--- config.mk ---
export PLATFORM = sky130hd
export DESIGN_NAME = bus_mux_reg
export DESIGN_NICKNAME = d
export VERILOG_FILES = /design/src/rtl/bus_pkg.sv /design/src/rtl/bus_mux_reg_onehot_prio_enc.sv /design/src/rtl/bus_mux_reg.sv
export SDC_FILE = /design/constraint.sdc
export NUM_CORES = 1
export LEC_CHECK = 0
export ABC_CLOCK_PERIOD_IN_PS = 6200
export CORE_AREA = 2 2 326 328
export DETAILED_ROUTE_END_ITERATION = 10
export DIE_AREA = 0 0 328 330
export PLACE_DENSITY = 0.31
export SYNTH_ARGS = -nofsm -noshare
export SYNTH_HDL_FRONTEND = slang
export SYNTH_HIERARCHICAL = 1
export SYNTH_SLANG_ARGS = --single-unit
--- constraint.sdc ---
create_clock -name clock -period 6.2 [get_ports clock]
set_input_delay 0.93 -clock clock [delete_from_list [all_inputs] [get_ports clock]]
set_output_delay 0.93 -clock clock [all_outputs]
set_load 0.01 [all_outputs]
--- src/rtl/bus_pkg.sv ---
// Shared definitions for the datapath bus: slot map, default geometry and populated-slot mask.
package bus_pkg;

    localparam int BUS_WIDTH = 32;
    localparam int BUS_N_SRC = 24;
    localparam int BUS_SEL_W = 5;
    localparam int BUS_CNT_W = 8;

    localparam int R0  = 0;
    localparam int R1  = 1;
    localparam int R2  = 2;
    localparam int R3  = 3;
    localparam int R4  = 4;
    localparam int R5  = 5;
    localparam int R6  = 6;
    localparam int R7  = 7;
    localparam int R8  = 8;
    localparam int R9  = 9;
    localparam int R10 = 10;
    localparam int R11 = 11;
    localparam int R12 = 12;
    localparam int R13 = 13;
    localparam int R14 = 14;
    localparam int R15 = 15;
    localparam int HI     = 16;
    localparam int LO     = 17;
    localparam int ZHI    = 18;
    localparam int ZLO    = 19;
    localparam int PC     = 20;
    localparam int MDR    = 21;
    localparam int INPORT = 22;
    localparam int C      = 23;

    // INPORT stays unpopulated until the I/O block is integrated.
    localparam logic [BUS_N_SRC-1:0] BUS_SRC_MASK = 24'hBF_FFFF;

endpackage

--- src/rtl/bus_mux_reg_onehot_prio_enc.sv ---
// Lowest-index-wins priority encoder over an enable vector, with "any" and "more than one" flags.
module onehot_prio_enc #(
    parameter int N = 24,
    parameter int W = 5
) (
    input  logic [N-1:0] i_vec,
    output logic [W-1:0] o_idx,
    output logic         o_any,
    output logic         o_multi
);

    // Scan downwards so the last hit, i.e. the lowest set bit, is what remains.
    always_comb begin
        o_idx = '0;
        for (int i = N - 1; i >= 0; i--) begin
            if (i_vec[i]) begin
                o_idx = W'(i);
            end
        end
    end

    assign o_any   = |i_vec;
    assign o_multi = |(i_vec & (i_vec - N'(1)));

endmodule

--- src/rtl/bus_mux_reg.sv ---
// Registered datapath bus mux: priority resolution of one-hot driver enables, bus hold,
// and multi-driver / unpopulated-slot conflict detection with a sticky flag and saturating count.
module bus_mux_reg
    import bus_pkg::*;
#(
    parameter int                WIDTH       = BUS_WIDTH,
    parameter int                N_SRC       = BUS_N_SRC,
    parameter int                SEL_W       = BUS_SEL_W,
    parameter int                PIPE        = 1,
    parameter logic [N_SRC-1:0]  SRC_MASK    = BUS_SRC_MASK,
    parameter logic [WIDTH-1:0]  DEFAULT_VAL = '0
) (
    input  logic                   clock,
    input  logic                   clear,
    input  logic [N_SRC*WIDTH-1:0] src_data,
    input  logic [N_SRC-1:0]       src_out,
    input  logic                   hold,
    input  logic                   conflict_clr,
    output logic [WIDTH-1:0]       bus_out,
    output logic [SEL_W-1:0]       bus_sel,
    output logic                   bus_valid,
    output logic                   conflict,
    output logic                   conflict_flag,
    output logic [BUS_CNT_W-1:0]   conflict_cnt
);

    // Handshake: bus_valid qualifies bus_out/bus_sel in the cycle it is high; there is no
    // ready, consumers simply sample the bus every cycle and ignore it while bus_valid is 0.

    logic [N_SRC-1:0]     w_en;
    logic [SEL_W-1:0]     w_sel_nxt;
    logic                 w_valid_nxt;
    logic                 w_multi;
    logic [WIDTH-1:0]     w_data_nxt;
    logic                 w_conflict;
    logic [BUS_CNT_W-1:0] w_cnt_base;

    logic [WIDTH-1:0]     r_bus_out;
    logic [SEL_W-1:0]     r_bus_sel;
    logic                 r_bus_valid;
    logic                 r_conflict;
    logic                 r_conflict_flag;
    logic [BUS_CNT_W-1:0] r_conflict_cnt;

    assign w_en = src_out & SRC_MASK;

    onehot_prio_enc #(
        .N (N_SRC),
        .W (SEL_W)
    ) u_enc (
        .i_vec   (w_en),
        .o_idx   (w_sel_nxt),
        .o_any   (w_valid_nxt),
        .o_multi (w_multi)
    );

    // Only the winning slot is ever read, so X on any other slot cannot reach the bus.
    assign w_data_nxt = w_valid_nxt ? src_data[w_sel_nxt*WIDTH +: WIDTH] : DEFAULT_VAL;
    assign w_conflict = w_multi | (|(src_out & ~SRC_MASK));

    // A clear in the same cycle as a new conflict restarts the count at 1.
    assign w_cnt_base = conflict_clr ? '0 : r_conflict_cnt;

    always_ff @(posedge clock) begin
        if (!clear) begin
            r_bus_out       <= DEFAULT_VAL;
            r_bus_sel       <= '0;
            r_bus_valid     <= 1'b0;
            r_conflict      <= 1'b0;
            r_conflict_flag <= 1'b0;
            r_conflict_cnt  <= '0;
        end else begin
            if (!hold) begin
                r_bus_out   <= w_data_nxt;
                r_bus_sel   <= w_sel_nxt;
                r_bus_valid <= w_valid_nxt;
            end
            r_conflict <= w_conflict;
            if (w_conflict) begin
                r_conflict_flag <= 1'b1;
                r_conflict_cnt  <= (w_cnt_base == {BUS_CNT_W{1'b1}}) ? w_cnt_base
                                                                       : w_cnt_base + 1'b1;
            end else if (conflict_clr) begin
                r_conflict_flag <= 1'b0;
                r_conflict_cnt  <= '0;
            end
        end
    end

    // The same registers serve as the output stage (PIPE=1) or as the hold capture (PIPE=0).
    if (PIPE != 0) begin : g_pipe
        assign bus_out   = r_bus_out;
        assign bus_sel   = r_bus_sel;
        assign bus_valid = r_bus_valid;
        assign conflict  = r_conflict;
    end else begin : g_comb
        assign bus_out   = hold ? r_bus_out   : w_data_nxt;
        assign bus_sel   = hold ? r_bus_sel   : w_sel_nxt;
        assign bus_valid = hold ? r_bus_valid : w_valid_nxt;
        assign conflict  = w_conflict;
    end

    assign conflict_flag = r_conflict_flag;
    assign conflict_cnt  = r_conflict_cnt;

endmodule

# Word-level counts from Yosys, hierarchy flattened

Cells that the tools add are included.

Word-level logic and storage cells: 44
Bits in registers: 48

Muxes and demuxes: 29
Bitwise operators: 2
Add/subtract/negate cells: 2
Shift-type cells: 1
Reduce and logical (&&, ||, !) cells: 3
Equal/unequal tests: 1

Operator list:

| cell                                                | number |
|---|---|
| variable part select 768 x 11 -> 32 bit             | 1 |
| 2-to-1 mux 5 bit                                    | 23 |
| 2-to-1 mux 32 bit                                   | 1 |
| bitwise AND 24 bit                                  | 1 |
| 2-to-1 mux 8 bit                                    | 3 |
| OR reduction 24 bit                                 | 1 |
| subtractor 24 x 1 -> 24 bit (second input constant) | 1 |
| OR reduction 23 bit                                 | 1 |
| adder 8 x 1 -> 8 bit (second input constant)        | 1 |
| == test 8 bit (second input constant)               | 1 |
| 2-to-1 mux 1 bit                                    | 2 |
| nonzero test 2 bit                                  | 1 |
| bitwise OR 1 bit                                    | 1 |

# Longest topological paths before layout

Word-level depth: 25
Depth in mapped cells: 13
Depth with buffers taken out: 9

# Hierarchy

The synthesis kept the hierarchy.

By module, submodules not included:

| module          | instances | cells each | area each (um2) |
|---|---|---|---|
| bus_mux_reg     | 1         | 638        | 7787.5 |
| onehot_prio_enc | 1         | 84         | 514.2 |

# Worst setup path before layout

Ideal clock, no wire load.

Path type: in2reg
From: in src_out[15]
To: reg r_conflict_cnt[0] (netlist: conflict_cnt[0])
Data arrival time: 3.180 ns
Setup slack: 2.905 ns
Stages: 9
Required time: 6.085 ns
Path through: nor4_1 > nand4_1 > or3_1 > maj3_2 > or4_1 > or2_2 > o41ai_2 > xnor2_1 > and2_1

Longest elaborated chain between the ends: 5

RTL lines:

| item                        | line                              | source |
|---|---|---|
| from (decl)                 | bus_mux_reg.sv:16                 | `input logic [N_SRC-1:0] src_out,` |
| subtractor 24 x 1 -> 24 bit | bus_mux_reg_onehot_prio_enc.sv:23 | `assign o_multi = \|(i_vec & (i_vec - N'(1)));` |
| bitwise AND 24 bit *        | bus_mux_reg_onehot_prio_enc.sv:23 |  |
| OR reduction 24 bit *       | bus_mux_reg_onehot_prio_enc.sv:23 |  |
| via w_multi                 | bus_mux_reg.sv:33                 | `logic w_multi;` |
| bitwise OR 1 bit *          | bus_mux_reg.sv:59                 | `assign w_conflict = w_multi \| (\|(src_out & ~SRC_MASK));` |
| 2-to-1 mux 8 bit *          | bus_mux_reg.sv:79                 | `if (w_conflict) begin` |
| to (signal assigned)        | bus_mux_reg.sv:81                 | `r_conflict_cnt <= (w_cnt_base == {BUS_CNT_W{1'b1}}) ? w_cnt_base` |
| to (decl)                   | bus_mux_reg.sv:43                 | `logic [BUS_CNT_W-1:0] r_conflict_cnt;` |

The timed path passes the listed nets; every way through them passes the cells marked *.
A chain may end at the register's enable or synchronous reset.

# Worst setup path in the final report

From: in src_out[16]
To: reg r_bus_out[3] (netlist: bus_out[3])

Longest elaborated chain between the ends: 19
Elaborated cells between the ends (all ways): 20
Classes of those cells: shift (1); mux (18); reduce/logical (1)

RTL lines:

| item                                    | line                              | source |
|---|---|---|
| 2-to-1 mux 5 bit (17 in a row)          | bus_mux_reg_onehot_prio_enc.sv:16 | `if (i_vec[i]) begin` |
| via w_sel_nxt[2]                        | bus_mux_reg.sv:31                 | `logic [SEL_W-1:0] w_sel_nxt;` |
| variable part select 768 x 11 -> 32 bit | bus_mux_reg.sv:58                 | `assign w_data_nxt = w_valid_nxt ? src_data[w_sel_nxt*WIDTH +: WIDTH] : DEFAULT_VAL;` |
| 2-to-1 mux 32 bit                       | bus_mux_reg.sv:58                 |  |
| to (signal assigned)                    | bus_mux_reg.sv:74                 | `r_bus_out <= w_data_nxt;` |
| to (decl)                               | bus_mux_reg.sv:38                 | `logic [WIDTH-1:0] r_bus_out;` |

The timed path passes the listed nets, and every way through them passes these cells.

==> impl_metrics.tcl <==
set metrics [dict create \
    synth_edf_count 0 \
    core_area_um2 105000 \
    synthTopCellsByArea "mux4_2 52%, dfxtp_1 12%, a22oi_1 6.0%, a22o_1 3.4%, a21o_1 2.9%" \
    drt-total-wl_um 83900 \
    cp_cell_sequence "clkdlybuf4s50_1 -> nor3_1 -> nand2b_1 -> o21ai_0 -> nand2_1 -> a31oi_4 -> buf_12 -> mux4_2 -> a22oi_1 -> a21o_1 -> a21oi_1" \
    yosysTopAreaCellShare 0.521 \
    io_buffer_count 843 \
    ir_drop_mv 0.102 \
    syn_area_per_cell_um2 11.5 \
    worstSkewPairLatency_ps 340 \
    dp_cells 2910 \
    fmax_mhz 205 \
    dieArea_um2 108000 \
    grt_max_degree 66 \
    cts_buffers 5 \
    outcome "finished clean" \
    worst_slew_pin_slew_ps 1150 \
    maxSlewHeadroom 0.233 \
    grt.overflow.total 0 \
    required_ps 6420 \
    cts_hold_buf 0 \
    final_cells 2934 \
    maxCapViolCount 0 \
    ys_types 57 \
    nets 2322 \
    wl_per_cell_um 28.6 \
    cts_resized 0 \
    hp-class "reg2reg" \
    grt_pass1_wl_um 108000 \
    synth_ff_type "dfxtp_1" \
    cts_tree "built" \
    dpl.hpwl_um 71600 \
    synthSimpleGateAreaFrac 0.0965 \
    fin_crit_sh 0.788 \
    synth_top_family_by_area "multiplexers" \
    rows 119 \
    clock-sinks 48 \
    worst_path_max_delay_cell "a31oi_4" \
    cp_data_arrival_time_ps 5110 \
    p_leak_nw 5.92 \
    finalSetupViolCount 0 \
    clk_pin_slew_ps 100 \
    slew_violations 0 \
    ant_nets 0 \
    grt_pass1_vias 11708 \
    yosysSeqAreaShare 0.116 \
    rsz0062_at_grt "false" \
    ys_seq_elements 48 \
    drt_iter0_drc 606 \
    critPathCaptureType "flop" \
    startpoint_type "input port" \
    synthXorXnorAreaFrac 0.00106 \
    drive_gt1_frac 0.165 \
    route.detailed.drc 0 \
    pin_count 844 \
    num-fill-cells 11529 \
    async_reset_ff_frac 0 \
    tns_ps 0 \
    dr.pass1.iters 5 \
    fin_crit_ps 4890 \
    gp_congestion 0.903 \
    cts_buffer_depth 2 \
    vias 10835 \
    power.density_nw_per_um2 96.3 \
    area_delta_synth_final_pct 125 \
    fin_skew_ps 15.0 \
    start_util 0.0793 \
    worst_slack_ps 1310 \
    syn_area_um2 8300 \
    dp_slack_ps 802 \
    viasPerCell 3.69 \
    synth_warnings 6 \
    synthAdderAreaFrac 0.00256 \
    yosysTopAreaCell "mux4_2" \
    fp.dieH_um 330 \
    grt_use_total 0.148 \
    hold_viol_final 0 \
    path_max_fanout 39 \
    htree_levels 2 \
    die_x_um 328 \
    synth_compound_area_frac 0.198 \
    synthCells 722 \
    slowest_delay_ps 950 \
    power.total_w 0.00180 \
    final_util 0.178 \
    clock-root-buffer "clkbuf_16" \
    worstSetupPathType "in2reg" \
    synthMuxAreaShare 0.527 \
    post-cts-setup-buffers 0 \
    antenna_found_initial 36 \
]
## metal layers
| layer | global-route usage | vias up | share of wire |
|---|---|---|---|
| li1 | - | 4711 | - |
| met1 | 0.187 | 5461 | 0.42 |
| met2 | 0.245 | 609 | 0.48 |
| met3 | 0.0495 | 46 | 0.088 |
| met4 | 0.0297 | 8 | 0.010 |
| met5 | 0 | - | 0.00066 |
## critical path, delay by kind of cell
family | cells | cell delay, ps
AND/OR/NAND/NOR | 3 | 710
buffers and inverters | 2 | 960
multiplexers | 1 | 550
AO/OA/AOI/OAI | 5 | 1910
## cell usage after synthesis (11+ instances only)
master    count
mux4_2      192
buf_2        34
buf_6        11
a22oi_1      66
a21o_1       32
a22o_1       32
o21ai_0      43
and2_1       35
nor2_1       47
a21oi_1      44
nor2b_1      15
clkbuf_1     31
dfxtp_1      48
## metrics by stage
stage	hold WS, ps	instance area [um2]
2_1_floorplan	500	8320
3_3_place_gp	479	18500
3_5_place_dp	478	18500
4_1_cts	496	18600
5_1_grt	535	18700
6_report	490	18700
## cells by family (layout without fill, tap and decap cells)
group,Yosys count,count (layout)
and+or+nand+nor,144,144
buffers and inverters,90,890
DFF,48,48
xor gates and xnor gates,1,1
other,1,22
AOI/OAI and AO/OA,239,239
adders and majority gates,2,2
muxes,197,197
## layout make-up
type / instances / area (um2) / share of cell area
diodes: 16 / 40.0 / 0.00214
flip-flops and latches: 48 / 961 / 0.0514
well taps: 1391 / 1740 / 0.0932
multi-input cells: 589 / 6970 / 0.373
clock inverters: 3 / 50.0 / 0.00268
clock buffers: 5 / 125 / 0.00670
repair buffers: 874 / 8760 / 0.469
inverters: 8 / 30.0 / 0.00161
## cells in the final DEF, fill, tap and decap left out, types with 8 or more instances in the layout
cell	count
clkdlybuf4s50_1	841
mux4_2	192
a22oi_1	66
dfxtp_1	48
nor2_1	47
o21ai_0	43
a21oi_1	41
and2_1	34
a22o_1	32
a21o_1	32
buf_4	23
diode_2	16
nor2b_1	12
or3_1	8
inv_1	8
buf_12	8
## report_power, final
group | switching (W) | internal (W) | leakage (nW)
Sequential | 0.0000161 | 0.000326 | 0.393
Clock | 0.000192 | 0.000197 | 0.0864
Combinational | 0.000374 | 0.000693 | 5.44
Total | 0.000582 | 0.00122 | 5.92
## registers in the layout, indices dropped and copies added (netlist names)
name and flops:
bus_out 32, bus_sel 5, bus_valid 1, conflict 1
conflict_cnt 8, conflict_flag 1
## path summary, 6_finish.rpt
path                         from              end  slack, ps  cells past startpoint
hold reg to reg     conflict_flag    conflict_flag        490                      2
setup / recovery      src_out[16]       bus_out[3]       1310                     11
setup reg to reg  conflict_cnt[1]  conflict_cnt[6]       4610                      4
hold / removal      conflict_flag    conflict_flag        490                      2
No activity file was read; power rests on OpenSTA's default activity.
==> RTL edit (config.mk and constraints unchanged) <==
`BUS_CNT_W`: 8 -> 10.
--- a/src/rtl/bus_pkg.sv
+++ b/src/rtl/bus_pkg.sv
@@ -4,7 +4,7 @@
     localparam int BUS_WIDTH = 32;
     localparam int BUS_N_SRC = 24;
     localparam int BUS_SEL_W = 5;
-    localparam int BUS_CNT_W = 8;
+    localparam int BUS_CNT_W = 10;
 
     localparam int R0  = 0;
     localparam int R1  = 1;
Ports: changed (resized conflict_cnt); port bits go from 844 to 846. The function was not compared with the original's and may differ.
==> RTL edit against the unedited design <==
Cell area rose by 0.46%. Register-to-register slack worse by 0.36 ns. First-iteration DRC count decreased by 2.8%. Power shrank 1.4%. Worst setup slack improved by 0.097 ns. Synthesized area increased by 1.8%. Routed wire length shrank 2.3%. Combinational power barely moved. Global-route usage is 0.43 points lower. Sequential cell count is 2 higher. Largest cell class unchanged. Largest power group unchanged. Highest routed layer unchanged.
==> RTL edit: results (changes against the unedited design) <==
path_max_fanout: 26  # was 39
synth.area.top_cells: "mux4_2 (51%), dfxtp_1 (12%), a22oi_1 (5.9%)"  # was mux4_2 (52%), dfxtp_1 (12%), a22oi_1 (6.0%)
wirelength_um: 81900  # was 83900 um
startpoint: "src_out[18]"  # was src_out[16]
grt_pass1_vias: 12000  # was 11.7k
critPathSlowestCell: "mux4_2"  # was a31oi_4
grt.total_usage: 0.144  # was 0.148
finalInstanceArea_sq_um: 18800  # was 18700 sq um
post_route_cells_drive_above_1_share: 0.161  # was 0.165
reg2regPathDepth: 6  # was 4
period_minus_slack_ns: 4.79  # was 4.89 ns
layout.nets: 2347  # was 2322
peakVddDrop_mv: 0.101  # was 0.102 mV
skew_ns: 0.00343  # was 0.0150 ns
fill_cells: 11500  # about the same
routabilityCongestion: 0.866  # was 0.903
p_int_w: 0.00119  # was 0.00122 W
dp_hpwl_um: 70100  # was 71600 um
drt_iter0_drc: 589  # was 606
use_met2: 0.245  # about the same
critPathMaxStageDelay_ns: 0.59  # was 0.95 ns
synth-seq-area-share: 0.118  # was 0.116
outcome: "finished, final reports clean"  # unchanged
crit_end: "bus_out[10]"  # was bus_out[3]
portBuffers: 845  # was 843
largest_register_ffs: 32  # unchanged
grt_pass1_wl_um: 107000  # was 108000 um
use_met3: 0.0533  # was 0.0495
r2r_slack_ns: 4.25  # was 4.61 ns
antenna_found_initial: 53  # was 36
synthTopCellsByCount: "mux4_2 (192), a22oi_1 (66), nor2_1 (56), dfxtp_1 (50), a21oi_1 (46)"  # was mux4_2 (192), a22oi_1 (66), dfxtp_1 (48), nor2_1 (47), a21oi_1 (44)
pre_cts_slack_ns: 1.04  # was 0.802 ns
cp_data_arrival_time_ns: 5.01  # was 5.11 ns
relSlewSlack: 0.194  # was 0.233
vias: 11000  # was 10.8k
RTL edit: cell types whose count changed after synthesis, moves of 3 or more:
cell      unedited run  this run
nor2b_1             15         8
clkbuf_1            31        28
buf_2               34        39
nand3_1              4        10
nor2_1              47        56
nor3_1               5         8
inv_1                8        11
RTL edit: stage by stage:
stage | util | total power [W] | cells
after CTS | 0.179 | 0.00183 | 2942
after detailed placement | 0.177 | 0.00145 | 2934
after global routing | 0.179 | 0.00188 | 2947
after global placement | 0.177 | 0.00145 | 2934
final | 0.179 | 0.00177 | 2957
after floorplan | - | 0.000692 | 753
RTL edit: kinds of logic (layout without fill, tap and decap cells):
family,count (synthesis),count (layout),share of synthesized area
AO/OA/AOI/OAI,242,242,0.195
XOR/XNOR,1,1,0.00104
adder cells (fa/ha/maj),3,3,0.00400
buffers and inverters,94,892,0.0591
flip-flops,50,50,0.118
multiplexers,199,199,0.520
other,1,21,0.000444
AND/OR/NAND/NOR,158,158,0.102
RTL edit: worst min path at each step:
stage | startpoint | end | slack (ns) | cells past startpoint
detailed placement | conflict_flag | conflict_flag | 0.48 | 2
finish | conflict_flag | conflict_flag | 0.49 | 2
CTS | conflict_flag | conflict_flag | 0.50 | 2
floorplan | conflict_flag | conflict_flag | 0.49 | 2
global placement | bus_valid | bus_valid | 0.47 | 2
global route | conflict_flag | conflict_flag | 0.53 | 2
RTL edit: worst reg2reg max path, cell delays in order, from the launching register on:
cell and delay (ns):
dfxtp_1 0.39, nor2b_1 0.23, ha_1 0.26, nand3_1 0.14, nor4_2 0.53, nor3_1 0.15, mux2i_1 0.15
RTL edit: power groups by stage:
stage               clock, W  combinational [W]  sequential, W
floorplan                  0           0.000330       0.000362
global placement           0            0.00109       0.000359
detailed placement         0            0.00109       0.000358
CTS                 0.000381            0.00110       0.000351
global route        0.000383            0.00114       0.000353
finish              0.000349            0.00107       0.000351
RTL edit: routing by layer:
metal | vias to the layer above | wire length, um
met2 | 555 | 39700
met3 | 76 | 7810
met1 | 5510 | 33100
met4 | 34 | 1110
met5 | - | 212
li1 | 4810 | -
RTL edit: area by class of cell:
cell class	instances	area, sq um	share of cell area
timing repair buffer	873	8720	0.465
clock buffer	5	125	0.00667
antenna	15	37.5	0.00200
tap	1391	1740	0.0927
multi-input combinational	609	7070	0.377
clock inverter	3	28.8	0.00153
sequential	50	1000	0.0533
inverter	11	41.3	0.00220
